### src/rtl/ecall_service_unit_if.sv
// CPU-side connection of the ecall service unit: request, operands, stall and x10 write-back.
interface ecall_service_unit_if;
    logic        ecall;
    logic [31:0] a7_val;
    logic [31:0] a0_val;
    logic        stall;
    logic        wb_en;
    logic [4:0]  wb_sel;
    logic [31:0] wb_data;

    // Core / decoder side
    modport master (
        output ecall, a7_val, a0_val,
        input  stall, wb_en, wb_sel, wb_data
    );

    // Service unit side
    modport slave (
        input  ecall, a7_val, a0_val,
        output stall, wb_en, wb_sel, wb_data
    );
endinterface

### src/rtl/ecall_service_unit.sv
// Services ECALL requests: print int/char to a display register, read switches into x10,
// and halt. Stalls the single-cycle core until the service finishes.
module ecall_service_unit #(
    parameter int unsigned SW_WIDTH  = 16,
    parameter int unsigned DISP_HOLD = 4
) (
    input  logic                clk,
    input  logic                rst_n,
    ecall_service_unit_if.slave cpu,
    input  logic [SW_WIDTH-1:0] switches,
    input  logic                confirm,
    output logic [31:0]         disp_value,
    output logic [1:0]          disp_mode,
    output logic                halted
);

    localparam int unsigned CntW = $clog2(DISP_HOLD) + 1;
    localparam logic [CntW-1:0] CntLast = CntW'(DISP_HOLD - 1);

    localparam logic [31:0] SvcPrintInt  = 32'd1;
    localparam logic [31:0] SvcReadInt   = 32'd5;
    localparam logic [31:0] SvcExit      = 32'd10;
    localparam logic [31:0] SvcPrintChar = 32'd11;

    localparam logic [1:0] ModeBlank = 2'd0;
    localparam logic [1:0] ModeInt   = 2'd1;
    localparam logic [1:0] ModeChar  = 2'd2;

    typedef enum logic [1:0] {StIdle, StPrint, StRead, StHalt} state_e;

    state_e          state_q, state_d;
    logic [CntW-1:0] cnt_q, cnt_d;
    logic [31:0]     disp_value_q, disp_value_d;
    logic [1:0]      disp_mode_q, disp_mode_d;
    logic            halted_q, halted_d;
    logic            known_code;

    assign known_code = (cpu.a7_val == SvcPrintInt) || (cpu.a7_val == SvcPrintChar) ||
                        (cpu.a7_val == SvcReadInt)  || (cpu.a7_val == SvcExit);

    // State register, hold counter and display/halt registers
    always_ff @(posedge clk or negedge rst_n) begin
        if (!rst_n) begin
            state_q      <= StIdle;
            cnt_q        <= '0;
            disp_value_q <= '0;
            disp_mode_q  <= ModeBlank;
            halted_q     <= 1'b0;
        end else begin
            state_q      <= state_d;
            cnt_q        <= cnt_d;
            disp_value_q <= disp_value_d;
            disp_mode_q  <= disp_mode_d;
            halted_q     <= halted_d;
        end
    end

    // Next-state logic; operands are only sampled on the IDLE -> service edge
    always_comb begin
        state_d      = state_q;
        cnt_d        = cnt_q;
        disp_value_d = disp_value_q;
        disp_mode_d  = disp_mode_q;
        halted_d     = halted_q;
        case (state_q)
            StIdle: begin
                if (cpu.ecall) begin
                    case (cpu.a7_val)
                        SvcPrintInt: begin
                            state_d      = StPrint;
                            cnt_d        = '0;
                            disp_value_d = cpu.a0_val;
                            disp_mode_d  = ModeInt;
                        end
                        SvcPrintChar: begin
                            state_d      = StPrint;
                            cnt_d        = '0;
                            disp_value_d = {24'b0, cpu.a0_val[7:0]};
                            disp_mode_d  = ModeChar;
                        end
                        SvcReadInt: state_d = StRead;
                        SvcExit: begin
                            state_d  = StHalt;
                            halted_d = 1'b1;
                        end
                        default: ;
                    endcase
                end
            end
            StPrint: begin
                if (cnt_q == CntLast) begin
                    state_d = StIdle;
                end else begin
                    cnt_d = cnt_q + 1'b1;
                end
            end
            StRead: begin
                if (confirm) begin
                    state_d = StIdle;
                end
            end
            StHalt: ;
            default: state_d = StIdle;
        endcase
    end

    // Outputs: stall and the one-cycle x10 write on read completion
    always_comb begin
        cpu.stall   = 1'b0;
        cpu.wb_en   = 1'b0;
        cpu.wb_data = '0;
        case (state_q)
            StIdle:  cpu.stall = cpu.ecall && known_code;
            StPrint: cpu.stall = (cnt_q != CntLast);
            StRead: begin
                if (confirm) begin
                    cpu.wb_en   = 1'b1;
                    cpu.wb_data = 32'(switches);
                end else begin
                    cpu.stall = 1'b1;
                end
            end
            StHalt:  cpu.stall = 1'b1;
            default: cpu.stall = 1'b0;
        endcase
    end

    assign cpu.wb_sel = 5'd10;
    assign disp_value = disp_value_q;
    assign disp_mode  = disp_mode_q;
    assign halted     = halted_q;

endmodule

### src/flat_wrapper.sv
// flat-port wrapper written by rule: the top's interface ports become plain ports
module ecall_service_unit_flat 
#(
    parameter int unsigned SW_WIDTH  = 16,
    parameter int unsigned DISP_HOLD = 4
)
  (clk, rst_n, switches, confirm, disp_value, disp_mode, halted, cpu_ecall, cpu_a7_val, cpu_a0_val, cpu_stall, cpu_wb_en, cpu_wb_sel, cpu_wb_data);
  ecall_service_unit_if cpu_i ();
  input  logic clk;
  input  logic rst_n;
  input  logic [SW_WIDTH-1:0] switches;
  input  logic confirm;
  output logic [31:0] disp_value;
  output logic [1:0] disp_mode;
  output logic halted;
  input wire logic [$bits(cpu_i.ecall)-1:0] cpu_ecall;
  input wire logic [$bits(cpu_i.a7_val)-1:0] cpu_a7_val;
  input wire logic [$bits(cpu_i.a0_val)-1:0] cpu_a0_val;
  output wire logic [$bits(cpu_i.stall)-1:0] cpu_stall;
  output wire logic [$bits(cpu_i.wb_en)-1:0] cpu_wb_en;
  output wire logic [$bits(cpu_i.wb_sel)-1:0] cpu_wb_sel;
  output wire logic [$bits(cpu_i.wb_data)-1:0] cpu_wb_data;
  assign cpu_i.ecall = cpu_ecall;
  assign cpu_i.a7_val = cpu_a7_val;
  assign cpu_i.a0_val = cpu_a0_val;
  assign cpu_stall = cpu_i.stall;
  assign cpu_wb_en = cpu_i.wb_en;
  assign cpu_wb_sel = cpu_i.wb_sel;
  assign cpu_wb_data = cpu_i.wb_data;
  ecall_service_unit #(.SW_WIDTH(SW_WIDTH), .DISP_HOLD(DISP_HOLD)) u_core (.clk(clk), .rst_n(rst_n), .cpu(cpu_i), .switches(switches), .confirm(confirm), .disp_value(disp_value), .disp_mode(disp_mode), .halted(halted));
endmodule
### config.mk
export PLATFORM = sky130hd
export DESIGN_NAME = ecall_service_unit_flat
export DESIGN_NICKNAME = d
export VERILOG_FILES = /design/src/rtl/ecall_service_unit_if.sv /design/src/rtl/ecall_service_unit.sv /design/src/flat_wrapper.sv
export SDC_FILE = /design/constraint.sdc
export NUM_CORES = 1
export LEC_CHECK = 0
export ABC_AREA = 1
export CAP_MARGIN = 20
export CORE_ASPECT_RATIO = 0.75
export CORE_MARGIN = 2
export CORE_UTILIZATION = 35
export CTS_CLUSTER_SIZE = 14
export DETAILED_ROUTE_END_ITERATION = 10
export PLACE_DENSITY = 0.75
export SLEW_MARGIN = 30
export SYNTH_ARGS = -nofsm -noshare
export SYNTH_HDL_FRONTEND = slang
export SYNTH_SLANG_ARGS = --single-unit
### constraint.sdc
create_clock -name clk -period 3.4 [get_ports clk]
set_input_delay 0.34 -clock clk [delete_from_list [all_inputs] [get_ports clk]]
set_output_delay 0.34 -clock clk [all_outputs]
set_load 0.01 [all_outputs]
==> results of run 1 <==
metrics by stage:
| step | area (µm²) | hold WS [ns] |
|---|---|---|
| detailed placement | 3760 | 0.462 |
| finish | 3850 | 0.0132 |
| global route | 3850 | 0.0453 |
| global placement | 3760 | 0.458 |
| floorplan | 2520 | 0.0444 |
| CTS | 3850 | 0.194 |
worst max-delay path by stage:
stage                           end  cells past startpoint
after CTS                 cpu_stall                     11
final                     cpu_stall                     11
after detailed placement  cpu_stall                     11
after global routing      cpu_stall                     11
after floorplan           cpu_stall                      8
after global placement    cpu_stall                     11
where the power goes:
group	switching, µW	internal [µW]	total, µW
combinational	52.2	91.6	144
sequential	0.00000638	475	475
clock	162	143	305
total	214	710	924
layout make-up:
type,count,area share (%)
well taps,84,2.73
clock inverters,3,0.488
repair buffers,137,35.5
multi-input cells,247,28.6
clock buffers,5,1.79
inverters,50,4.88
flip-flops and latches,40,26.0
cell families after synthesis:
group | after synthesis | synth area share (%)
buffers and inverters | 79 | 17.0
adders and majority gates | 6 | 3.07
AOI/OAI and AO/OA | 9 | 2.05
and+or+nand+nor | 211 | 36.7
DFF | 40 | 40.9
other | 2 | 0.307
worst register-to-register path: cells and delay by family (launching register included):
family | cells | cell delay, ns
buf+inv | 3 | 0.38
fa+ha+maj | 1 | 0.25
simple gates | 4 | 0.87
flops | 1 | 0.40
metal layers:
| layer | routed length [µm] | track usage [%] |
|---|---|---|
| met1 | 2670 | 19.7 |
| met2 | 2970 | 28.9 |
| met4 | 27 | 2.88 |
| met5 | 0 | 0 |
| met3 | 573 | 5.50 |
flip-flops by register name, summed over array words and instances (netlist names):
signal / cells
u_core.halted: 1
u_core.disp_value: 32
u_core.state_q: 2
u_core.cnt_q: 3
u_core.disp_mode: 2
cell usage in the layout, fill, tap and decap left out, types with 3 or more instances in the layout:
master / instances
clkdlybuf4s50_1: 135
nand2_1: 117
nor2_1: 48
inv_1: 43
dfrtp_1: 40
nand3_1: 29
conb_1: 21
inv_2: 6
ha_1: 6
nor2_2: 5
o21ai_1: 5
clkbuf_8: 5
nand2_2: 3
nand3b_1: 3
==> metrics.txt, run 1 <==
port buffer count=136; GRT Util Overall=16.4%; Post-Syn Area per Cell=7.05 µm²; Synth cell types=24; Max Fclk=361 MHz; Final Core Density=56.6%; Routed WL per cell=11.0 µm; Post-synth EDFFs=0; worst-path cell chain=clkdlybuf4s50_1 > inv_1 > nor2_1 > nand2_1 > nor2_1 > nand2_1 > nand2_2 > nand2_4 > nor2_8 > nand3b_1 > clkdlybuf4s50_1; Tot Pwr=924 µW; worst slew pin tran=0.644 ns; Detail Route Antenna Nets=0; worst-case clock buffer depth=2; Area Growth Syn to Fin=57.3%; Cell Rows=26; # Max-Cap Violations=0; Clock Tree Root=clkbuf_8; count leader, synth=nand2_1; Main synth FF type=dfrtp_1; synthesized area=2450 µm²; Sink Count=40; R2R depth=8; CTS tree=yes; fraction of layout cells with a size suffix above 1=6.02%; initial antenna violation count=0; Hold Crit Class=input port to async pin; worst-path maximum fanout=26; power density over the cells=240 nW/µm²; Placement Setup Slack=0.606 ns; routed wire length=6240 µm; H-tree depth=2; Core ar.=6800 µm²; Final #Nets=571; placed insts=558; Vias=2,420; Initial Utilization=36.0%; CTS-repair resized insts=0; Sequential Area=1000 µm²; Setup Skew=0.00761 ns; DRC viols=0; CP Buf/Inv Count=3; Finish-stage setup viols=0; Synth async-reset ratio=100%; post-CTS setup buffer count=0; FILL cells=623; Cells after Synth=347; insertion delay to the later sink of the worst-skew pair=0.29 ns; pin count of the biggest net entering global routing=41; Antenna diodes=0; total gr overflow=0; status=finished, final reports clean; Worst R2R Setup Slack=1.41 ns; CP max stage cell=clkdlybuf4s50_1; CTS Hold Buffers Added=0; DR iter-0 viols=63; GP Congestion=0.778; Peak VDD IR=0.000174 V; Via density=4.28; shortest period the worst path allows=2.77 ns; Die X=101 µm; most frequent cells after synthesis=nand2_1 (117), nor2_1 (48), inv_1 (43); Crit path max-delay family=buffers and inverters; max-slew violations=0; Crit path required time=3.06 ns; I/O pin cnt=158; vias in the first global route=2,334; crit path from=cpu_a7_val[0]; Setup CP Type=input port to output port; FF-to-FF End=u_core.disp_value[5]$_DFFE_PN0P_; slew margin rel.=56.9%; Finished Layout Cells=566; synthesized flop and latch total=40; Critical Path Sink Type=output port; Yosys Warn Count=0; clk slew on worst S/H paths=0.08 ns; sequential fraction of the synthesis area=40.9%; type of origin of the critical path=input port; main area contributors after synthesis=dfrtp_1 (41%), nand2_1 (18%), nor2_1 (7.4%); Multi-input gate area=1100 µm²; drt first pass iters=4; Num CTS Buffers=5; post-synth top area cell=dfrtp_1; unrepaired setup endpoints after global routing=false; DP HPWL=5010 µm; Final Hold Viols=0; die extent in y=76.4 µm; LEAKAGE=0.00201 µW; period utilization=81.5%; FF-to-FF Start=u_core.state_q[0]$_DFFE_PN0P_; Synth top area share=40.9%; Setup WS post-layout=0.630 ns; TNS Setup=0 ns; Die ar.=7680 µm²; CP peak stage delay=0.55 ns; WP data arrival=2.43 ns; first-pass GRT wire length=10,400 µm
Power figures use the tool's default switching activity.
==> inputs of run 2 (changes only) <==
==> constraint.sdc (replaced) <==
create_clock -name clk -period 2.9 [get_ports clk]
set_input_delay 0.29 -clock clk [delete_from_list [all_inputs] [get_ports clk]]
set_output_delay 0.29 -clock clk [all_outputs]
set_load 0.01 [all_outputs]
==> metrics.txt, run 2 (same netlist as run 1, synthesis figures left out) <==
status=finished, final reports clean; GP Congestion=0.760; top sig layer=met4; Vias=2,452; crit path from=cpu_a7_val[31]; clk slew on worst S/H paths=0.07 ns; commonest non-fill, non-tap cell in the layout=clkdlybuf4s50_1; Hold Crit Start=u_core.halted$_DFFE_PN0P_; Via density=4.31; WL met2=3000 µm; # Max-Cap Violations=0; Hold Crit Class=flip-flop to flip-flop; LEAKAGE=0.00202 µW; slew margin rel.=65.7%; Final Hold Viols=0; Seq pwr share=51.2%; TNS Setup=0 ns; met3 WL post-DR=570 µm; worst-path maximum fanout=4; Setup WS post-layout=0.408 ns; shortest period the worst path allows=2.49 ns; Finish-stage setup viols=0; met1 WL=2790 µm; Setup CP Type=input port to output port; routed wire length=6420 µm; Sink Count=40; worst slew pin tran=0.512 ns; Pint=833 µW; Peak VDD IR=0.000237 V; max-slew violations=0; DP HPWL=5130 µm; Initial Utilization=36.0%; first-pass GRT wire length=10,500 µm; WP data arrival=2.20 ns; worst-case clock buffer depth=2; total gr overflow=0; fraction of layout cells with a size suffix above 1=6.39%; Clock Tree Root=clkbuf_8; port buffer count=136; Core ar.=6800 µm²; Die X=101 µm; CTS tree=yes; Cell Rows=26; period utilization=85.9%; I/O pin cnt=158; Sw Pwr=256 µW; post-CTS setup buffer count=0; unrepaired setup endpoints after global routing=false; type of origin of the critical path=input port; Detail Route Antenna Nets=0; GRT Util Overall=16.8%; Switching Share=23.5%; drt first pass iters=4; Final Core Density=57.0%; pin count of the biggest net entering global routing=41; Antenna diodes=0; die extent in y=76.4 µm; hold_ws=0.478 ns; initial antenna violation count=0; Max Fclk=401 MHz; insertion delay to the later sink of the worst-skew pair=0.29 ns; H-tree depth=2; most frequent cells in the layout=clkdlybuf4s50_1 (135), nand2_1 (117), nor2_1 (48), inv_1 (43), dfrtp_1 (40); Num CTS Buffers=5; max FFs per register=32; FF-to-FF Start=u_core.state_q[0]$_DFFE_PN0P_; power density over the cells=281 nW/µm²; DRC viols=0; Placement Setup Slack=0.412 ns; Final #Nets=574; Routed WL per cell=11.3 µm; clock share of power=33.2%; Tot Pwr=1090 µW; Comb power frac=15.7%; Crit path required time=2.61 ns; Critical Path Sink Type=output port; vias in the first global route=2,362; Die ar.=7680 µm²; Area Growth Syn to Fin=58.4%; DR iter-0 viols=70; Setup Skew=0.00630 ns
-- run 2: changes by cell type in the layout (fill, tap and decap cells not counted) --
cell and delta:
buf_4 +2, dlygate4sd3_1 +1
-- run 2: final timing paths --
check	end	slack [ns]	depth (start not counted)
max in group asynchronous	u_core.state_q[1]$_DFFE_PN0P_	2.05	2
min	u_core.halted$_DFFE_PN0P_	0.48	1
max	cpu_stall	0.41	10
max reg2reg	u_core.disp_value[19]$_DFFE_PN0P_	0.97	8
min reg2reg	u_core.halted$_DFFE_PN0P_	0.48	1
min in group asynchronous	u_core.disp_value[15]$_DFFE_PN0P_	0.50	2
-- run 2: power by group through the flow --
| stage | Clock [µW] | Combinational, µW | Sequential (µW) |
|---|---|---|---|
| 6_report | 361 | 171 | 557 |
| 5_1_grt | 407 | 188 | 557 |
| 4_1_cts | 376 | 170 | 557 |
| 3_5_place_dp | 0 | 170 | 568 |
| 3_3_place_gp | 0 | 167 | 568 |
| 2_1_floorplan | 0 | 59.6 | 568 |
-- run 2: stage by stage --
stage	instances	instance area, µm²
after global routing	569	3870
after global placement	560	3770
after CTS	568	3860
after detailed placement	560	3770
after floorplan	366	2520
final	569	3870
-- run 2: cell type report --
cell class | count | area (µm²)
fillers | 624 | 2930
repair buffers | 140 | 1390
multi-input cells | 247 | 1100
flip-flops and latches | 40 | 1000
inverters | 50 | 188
well taps | 84 | 105
clock buffers | 5 | 68.8
clock inverters | 3 | 18.8
-- run 2: timing repair --
item                                   in CTS  in global routing
endpoints found under the hold margin       0                 15
resized for setup                           0                  0
hold buffers                                0                  1
-- run 2: per-layer routing --
layer	vias to the layer above	global-route usage [%]
li1	1264	-
met1	1083	19.9
met2	96	29.0
met3	9	5.96
met4	0	4.25
met5	-	0
-- run 2: worst max-delay path: stages --
cell             delay [ns]
clkdlybuf4s50_1        0.42
nor2_1                 0.11
and2_1                 0.13
nand2_1                0.06
nor2_2                 0.23
nand2_1                0.12
nand2_1                0.14
nand2_1                0.06
nand3b_1               0.08
clkdlybuf4s50_1        0.55
==> inputs of run 3 (changes only) <==
--- a/config.mk
+++ b/config.mk
@@ -9,10 +9,12 @@
 export CAP_MARGIN = 20
 export CORE_ASPECT_RATIO = 0.75
 export CORE_MARGIN = 2
-export CORE_UTILIZATION = 35
+export CORE_UTILIZATION = 37
 export CTS_CLUSTER_SIZE = 14
 export DETAILED_ROUTE_END_ITERATION = 10
-export PLACE_DENSITY = 0.75
+export GPL_ROUTABILITY_DRIVEN = 0
+export GPL_TIMING_DRIVEN = 0
+export PLACE_DENSITY = 0.79
 export SLEW_MARGIN = 30
 export SYNTH_ARGS = -nofsm -noshare
 export SYNTH_HDL_FRONTEND = slang
==> metrics.txt, run 3 (same netlist as run 1, synthesis figures left out) <==
Sequential Area=1000 µm²; I/O pin cnt=158; Worst R2R Setup Slack=1.24 ns; Vias=2,529; Multi-input gate area=1100 µm²; max-slew violations=0; LEAKAGE=0.00219 µW; max FFs per register=32; Crit path required time=2.61 ns; Core ar.=6350 µm²; Die X=97.9 µm; # Max-Cap Violations=0; Antenna diodes=0; Final #Nets=601; Peak VDD IR=0.000192 V; GRT Util Overall=18.1%; die extent in y=74.4 µm; DP HPWL=5530 µm; CTS-repair resized insts=0; Critical Path Sink Type=output port; drt first pass iters=4; pin count of the biggest net entering global routing=24; Clock Tree Root=clkbuf_8; port buffer count=136; commonest non-fill, non-tap cell in the layout=clkdlybuf4s50_1; routed wire length=6790 µm; Max Fclk=391 MHz; insertion delay to the later sink of the worst-skew pair=0.29 ns; CTS tree=yes; initial antenna violation count=0; Cell Rows=25; met1 WL=2790 µm; total gr overflow=0; Final Hold Viols=0; worst-path maximum fanout=8; Hold Crit Class=input port to async pin; met3 WL post-DR=555 µm; status=finished, final reports clean; FILL cells=552; Setup Skew=0.00412 ns; clk slew on worst S/H paths=0.08 ns; vias in the first global route=2,377; Routed WL per cell=11.5 µm; Initial Utilization=38.5%; WL met2=3390 µm; TNS Setup=0 ns; shortest period the worst path allows=2.56 ns; Num CTS Buffers=5; WP data arrival=2.27 ns; most frequent cells in the layout=clkdlybuf4s50_1 (135), nand2_1 (117), nor2_1 (48), inv_1 (43), dfrtp_1 (40); Area Growth Syn to Fin=69.2%; Sink Count=40; period utilization=88.2%; power density over the cells=302 nW/µm²; top sig layer=met4; unrepaired setup endpoints after global routing=false; Layout Cell Area excl Fill=4140 µm²; dpl cell area=4000 µm²; fraction of layout cells with a size suffix above 1=11.1%; Via density=4.26; Setup CP Type=input port to output port; Finish-stage setup viols=0; first-pass GRT wire length=10,600 µm; worst-case clock buffer depth=2; Detail Route Antenna Nets=0; DR iter-0 viols=87; Die ar.=7280 µm²; type of origin of the critical path=input port; H-tree depth=2; DRC viols=0
## run 3: what timing repair did
item / in CTS / in global routing
endpoints found under the hold margin: 17 / 0
hold buffers: 1 / 0
setup buffers: 0 / 0
setup endpoints to repair: 0 / 0
## run 3: final timing paths
check                                                        from                                 to  depth (start not counted)
worst max-delay path                                cpu_a7_val[3]                          cpu_stall                         11
worst min-delay path                                        rst_n   u_core.disp_value[4]$_DFFE_PN0P_                          2
worst max register to register      u_core.state_q[0]$_DFFE_PN0P_    u_core.disp_mode[0]$_DFFE_PN0P_                          8
worst min register to register  u_core.disp_value[20]$_DFFE_PN0P_  u_core.disp_value[20]$_DFFE_PN0P_                          2
max in group asynchronous                                   rst_n      u_core.state_q[0]$_DFFE_PN0P_                          3
min in group clk                u_core.disp_value[20]$_DFFE_PN0P_  u_core.disp_value[20]$_DFFE_PN0P_                          2
## run 3: cell type report
class	count	share of cell area [%]
Inverter	50	4.53
Buffer	29	5.50
Clock inverter	1	0.726
Timing Repair Buffer	138	33.7
Tap cell	81	2.45
Sequential cell	40	24.2
Clock buffer	7	2.33
Multi-Input combinational cell	247	26.6
## run 3: stage by stage
stage                     total power [µW]  std cells  util (%)  setup WS [ns]  hold slack (ns)
after floorplan                        628        366         -           1.41         -0.00559
after global placement                 758        583      62.7          0.354            0.459
after detailed placement               765        584      63.0          0.334            0.264
after CTS                             1260        593      65.2          0.330            0.478
after global routing                  1290        593      65.2          0.205            0.503
final                                 1250        593      65.2          0.343            0.469
## run 3: report_power, final
part,total (µW),switching (µW),internal (µW)
Clock,495,191,304
Combinational,198,68.0,130
Sequential,557,0.00000722,557
Total,1250,259,991
## run 3: routing by layer
| metal | global-route usage [%] | vias to the layer above |
|---|---|---|
| met4 | 4.63 | 0 |
| met3 | 6.02 | 6 |
| met1 | 20.7 | 1113 |
| met5 | 0 | - |
| met2 | 33.3 | 87 |
| li1 | - | 1323 |
## run 3: worst max-delay path, stage by stage
cell and delay [ns]:
clkdlybuf4s50_1 0.53, inv_2 0.05, nor2_2 0.09, nand2_1 0.07
nor2_2 0.09, nand2_2 0.12, nand2_2 0.12, nand2_4 0.07
nor2_8 0.16, nand3b_1 0.13, clkdlybuf4s50_1 0.55
